`config.mk`:
```
export PLATFORM = sky130hd
export DESIGN_NAME = serial_addsub_ctrl
export DESIGN_NICKNAME = d
export VERILOG_FILES = /design/src/rtl/serial_addsub_ctrl.sv
export SDC_FILE = /design/constraint.sdc
export NUM_CORES = 1
export LEC_CHECK = 0
export BUFFER_PORTS_ARGS = -buffer_cell sky130_fd_sc_hd__buf_2
export CORE_ASPECT_RATIO = 0.9
export CORE_MARGIN = 2
export CORE_UTILIZATION = 45
export DETAILED_ROUTE_END_ITERATION = 12
export PLACE_DENSITY = 0.72
export SLEW_MARGIN = 0
export SYNTH_ARGS = -nofsm -noshare
export SYNTH_HDL_FRONTEND = slang
export SYNTH_SLANG_ARGS = --single-unit
```
`constraint.sdc`:
```
create_clock -name clk -period 2.3 [get_ports clk]
set_input_delay 0.575 -clock clk [delete_from_list [all_inputs] [get_ports clk]]
set_output_delay 0.575 -clock clk [all_outputs]
set_load 0.03 [all_outputs]
```
`src/rtl/serial_addsub_ctrl.sv`:
```
// Bit-serial add/sub/negate/pass sequencer: one full adder is stepped LSB-first
// over WIDTH cycles and produces a result plus carry and signed-overflow flags.

module full_adder (
    input  logic a,
    input  logic b,
    input  logic cin,
    output logic sum,
    output logic cout
);
    assign sum  = a ^ b ^ cin;
    assign cout = (a & b) | (cin & (a ^ b));
endmodule

module serial_addsub_ctrl #(
    parameter int WIDTH = 8
) (
    input  logic             clk,
    input  logic             reset,
    input  logic             start,
    input  logic [1:0]       op,
    input  logic [WIDTH-1:0] a,
    input  logic [WIDTH-1:0] b,
    output logic             busy,
    output logic             done,
    output logic [WIDTH-1:0] result,
    output logic             carry_out,
    output logic             overflow
);
    localparam int CNT_W = (WIDTH > 2) ? $clog2(WIDTH) : 1;

    typedef enum logic [1:0] {IDLE, RUN, DONE} state_t;

    state_t           state;
    logic [WIDTH-1:0] x_sh, y_sh, work;
    logic             carry;
    logic [CNT_W-1:0] cnt;
    logic             fa_sum, fa_cout;
    logic [WIDTH-1:0] prep_x, prep_y;
    logic             prep_cin;
    logic             last_bit;

    full_adder u_fa (
        .a    (x_sh[0]),
        .b    (y_sh[0]),
        .cin  (carry),
        .sum  (fa_sum),
        .cout (fa_cout)
    );

    // Subtract and negate are a + ~b + 1 and ~a + 0 + 1 on the same adder.
    always_comb begin
        prep_x   = a;
        prep_y   = '0;
        prep_cin = 1'b0;
        case (op)
            2'b00: prep_y = b;
            2'b01: begin prep_y = ~b; prep_cin = 1'b1; end
            2'b10: begin prep_x = ~a; prep_cin = 1'b1; end
            default: ;
        endcase
    end

    assign last_bit = (cnt == CNT_W'(WIDTH - 1));

    always_ff @(posedge clk) begin
        if (reset) begin
            state     <= IDLE;
            busy      <= 1'b0;
            done      <= 1'b0;
            result    <= '0;
            carry_out <= 1'b0;
            overflow  <= 1'b0;
            x_sh      <= '0;
            y_sh      <= '0;
            work      <= '0;
            carry     <= 1'b0;
            cnt       <= '0;
        end else begin
            done <= 1'b0;
            case (state)
                IDLE, DONE: begin
                    if (start) begin
                        x_sh  <= prep_x;
                        y_sh  <= prep_y;
                        carry <= prep_cin;
                        cnt   <= '0;
                        busy  <= 1'b1;
                        state <= RUN;
                    end else begin
                        state <= IDLE;
                    end
                end
                RUN: begin
                    work  <= {fa_sum, work[WIDTH-1:1]};
                    x_sh  <= x_sh >> 1;
                    y_sh  <= y_sh >> 1;
                    carry <= fa_cout;
                    if (last_bit) begin
                        // carry still holds Cin of the MSB here, so overflow is Cin^Cout.
                        result    <= {fa_sum, work[WIDTH-1:1]};
                        carry_out <= fa_cout;
                        overflow  <= carry ^ fa_cout;
                        cnt       <= '0;
                        busy      <= 1'b0;
                        done      <= 1'b1;
                        state     <= DONE;
                    end else begin
                        cnt <= cnt + 1'b1;
                    end
                end
                default: state <= IDLE;
            endcase
        end
    end
endmodule
```
==> metrics.csv <==
stage,metric,value,unit
clock_network,H-tree Lvls,2,
synthesis,cell taking the most area after synthesis,dfxtp_1,
power,Net Switching,376,µW
synthesis,Seq cells post-synth,41,
run,Max Cap Viol,0,
timing,post-route minimum period,1.53,ns
finish,multi-input logic area,971,µm²
detailed_routing,per-cell routed wire length,13.0,µm
worst_setup_path,crit-path cells,"ha_1, ha_1, nand3b_1, a21oi_1, nor2_1",
timing,Final Hold Fails,0,
die,die width,73.0,µm
global_routing,largest net degree at the start of global routing,42,
global_routing,grt ovf,0,
worst_setup_path,WP depth,5,
synthesis,most frequent cells after synthesis,"41 x dfxtp_1, 35 x nand2_1, 25 x a21oi_1, 19 x nand3_1",
timing,RSZ-0062 raised after global routing,false,
global_routing,antenna violations before repair,0,
clock_network,clk root buf,clkbuf_8,
synthesis,"FFs w/ async S/R, synth",0,%
timing,Setup TNS,0,ns
worst_setup_path,max incr delay on CP,0.38,ns
timing,Final Skew,0.00471,ns
worst_setup_path,worst reg2reg path startpoint,cnt[0]$_SDFFE_PP0P_,
worst_setup_path,Worst setup SP type,flop,
timing,Max Slew Vio Count,0,
synthesis,top cell type's share of synthesized area,42.5,%
power,Clk network pwr share,35.2,%
die,die height,66.1,µm
worst_setup_path,Worst EP arrival,1.71,ns
timing,Final period util,66.4,%
worst_setup_path,"CP delay by family, top",simple AND/OR/NAND/NOR gates,
synthesis,"Seq/Total Area, Yosys",42.5,%
min_path,WHS Path Cells,2,
clock_network,Sink Count,41,
global_routing,first-pass GRT wire length,6.29,mm
clock_network,CTS tree,done,
timing,Max Clk Rate,655,MHz
finish,n_diodes,0,
clock_network,hold_buf cts,0,
finish,area delta synth->final,12.4,%
die,Core ar.,4100,µm²
die,# rows,22,
timing,final setup violation count,0,
die,Die Area,4830,µm²
worst_setup_path,CP Data Required Time,2.49,ns
finish,# fillers,412,
synthesis,"Top FF cell, synth",dfxtp_1,
worst_setup_path,critical path type,flop to flop,
synthesis,Synth area leaders,"dfxtp_1 43%, a22oi_2 7.1%, nand2_1 6.8%",
die,Starting Density,47.1,%
worst_setup_path,"Slowest-stage cell, CP",nand3b_1,
min_path,Hold Crit Class,flop to flop,
timing,worst-margin pin slew,0.765,ns
placed_design,Port Buffers,32,
detailed_routing,DRT Pass-1 Iters,4,
min_path,Min-Delay Startpoint,result[7]$_SDFFE_PP0P_,
power,internal power,1.09,mW
finish,Nets,259,
detailed_routing,WL final,3.67,mm
die,Ports,33,
worst_setup_path,Worst Path Buf+Inv,0,
power,Comb power frac,13.2,%
clock_network,CTS resizes,0,
placed_design,dpl hpwl,2.35,mm
worst_setup_path,Crit. Startpoint,cnt[0]$_SDFFE_PP0P_,
timing,hold_ws,0.454,ns
worst_setup_path,critical path's most frequent cell,ha_1,
clock_network,clk_lat worst skew,0.29,ns
synthesis,Avg Inst Size Synth,9.37,µm²
detailed_routing,post-route ant nets,0,
synthesis,Syn Inst Count,206,
finish,share of post-route cells with drive strength above 1,32.6,%
finish,FF+latch area,821,µm²
detailed_routing,# DRC,0,
worst_setup_path,worst reg-to-reg path cell count,5,
detailed_routing,DR vias/cell,5.25,
power,switching share of power,25.6,%
worst_setup_path,CP endpoint kind,flop,
global_routing,vias in the first global route,1409,
clock_network,total CTS buffers,5,
synthesis,Syn. warnings,0,
clock_network,clock tree buffer depth,2,
global_routing,Total GRT Usage,16.8,%
status,status,finished clean,
worst_setup_path,worst-path maximum fanout,12,
synthesis,syn_nets,233,
clock_network,Worst-path clk slew,0.08,ns
synthesis,most numerous cell in the Yosys netlist,dfxtp_1,
timing,Max-slew headroom,49.0,%
synthesis,Unique masters post-synth,30,
clock_network,number of buffers added for setup after CTS,0,
power,Max VDD drop,353,µV
power,Power Dens Cells,675,nW/µm²
power,sequential share of power,51.6,%
power,LEAKAGE,0.843,nW
detailed_routing,DR iter-0 viols,94,
detailed_routing,via count,1475,
synthesis,number of synthesized flops with an enable pin,0,
placed_design,gpl congestion,0.709,
synthesis,Syn Std Cell Area,1930,µm²
## cell families after synthesis
logic type,count (synthesis),synth area share [%]
muxes,8,4.67
buffers and inverters,20,7.19
adders and majority gates,6,4.28
xor gates and xnor gates,9,4.08
and+or+nand+nor,68,16.0
AOI/OAI and AO/OA,54,21.3
DFF,41,42.5
## power groups by stage
stage	Sequential, mW	Clock, mW	Combinational (mW)
after floorplan	0.770	0	0.159
after global placement	0.771	0	0.192
after detailed placement	0.771	0	0.194
after CTS	0.755	0.521	0.195
after global routing	0.758	0.554	0.214
final	0.755	0.516	0.193
## cell usage in the layout (no fill, tap or decap), types with 5 or more instances in the layout
cell | Yosys | routed
mux2_2 | 8 | 8
nand2_1 | 35 | 35
nand3_1 | 19 | 19
a21oi_1 | 25 | 25
dfxtp_1 | 41 | 41
nor2_1 | 6 | 6
buf_2 | 5 | 32
ha_1 | 5 | 5
a21oi_2 | 11 | 11
a22oi_2 | 11 | 11
xor2_1 | 8 | 8
clkbuf_8 | 0 | 7
## metrics by stage
step | area [µm²] | std cells | util (%) | power [mW] | worst slack [ns]
2_1_floorplan | 1930 | 206 | - | 0.929 | 0.786
3_3_place_gp | 2070 | 273 | 50.5 | 0.963 | 0.591
3_5_place_dp | 2070 | 273 | 50.5 | 0.965 | 0.533
4_1_cts | 2170 | 281 | 52.9 | 1.47 | 0.731
5_1_grt | 2170 | 281 | 52.9 | 1.53 | 0.545
6_report | 2170 | 281 | 52.9 | 1.46 | 0.774
## area by class of cell
cell class / count / share of cell area (%)
clock buffer: 7 / 4.44
clock inverter: 1 / 0.231
inverter: 2 / 0.346
multi-input combinational: 145 / 44.7
sequential: 41 / 37.8
tap: 48 / 2.77
timing repair buffer: 37 / 9.68
## routing by layer
layer	global-route usage [%]	vias to the layer above	part of all wire, %
met5	0	-	0
met4	4.86	0	1.1
met3	5.79	5	4.3
met2	26.7	23	44
met1	21.5	689	50
li1	-	758	-
## flip-flops by register name (all words and copies together), names as in the netlist
name	cells
overflow	1
carry_out	1
cnt	3
state	2
done	1
result	8
carry	1
x_sh	8
y_sh	8
busy	1
work	7
## tightest hold or removal path, delay by kind of cell (launching register included)
kind,cells,cell delay [ns]
AO/OA/AOI/OAI,1,0.05
AND/OR/NAND/NOR,1,0.05
flip-flops,1,0.31
## final timing paths
kind	to	slack, ns
max	busy$_SDFFE_PP0P_	0.77
min	result[7]$_SDFFE_PP0P_	0.45
max reg2reg	busy$_SDFFE_PP0P_	0.77
min reg2reg	result[7]$_SDFFE_PP0P_	0.45
No activity file was read; power rests on OpenSTA's default activity.
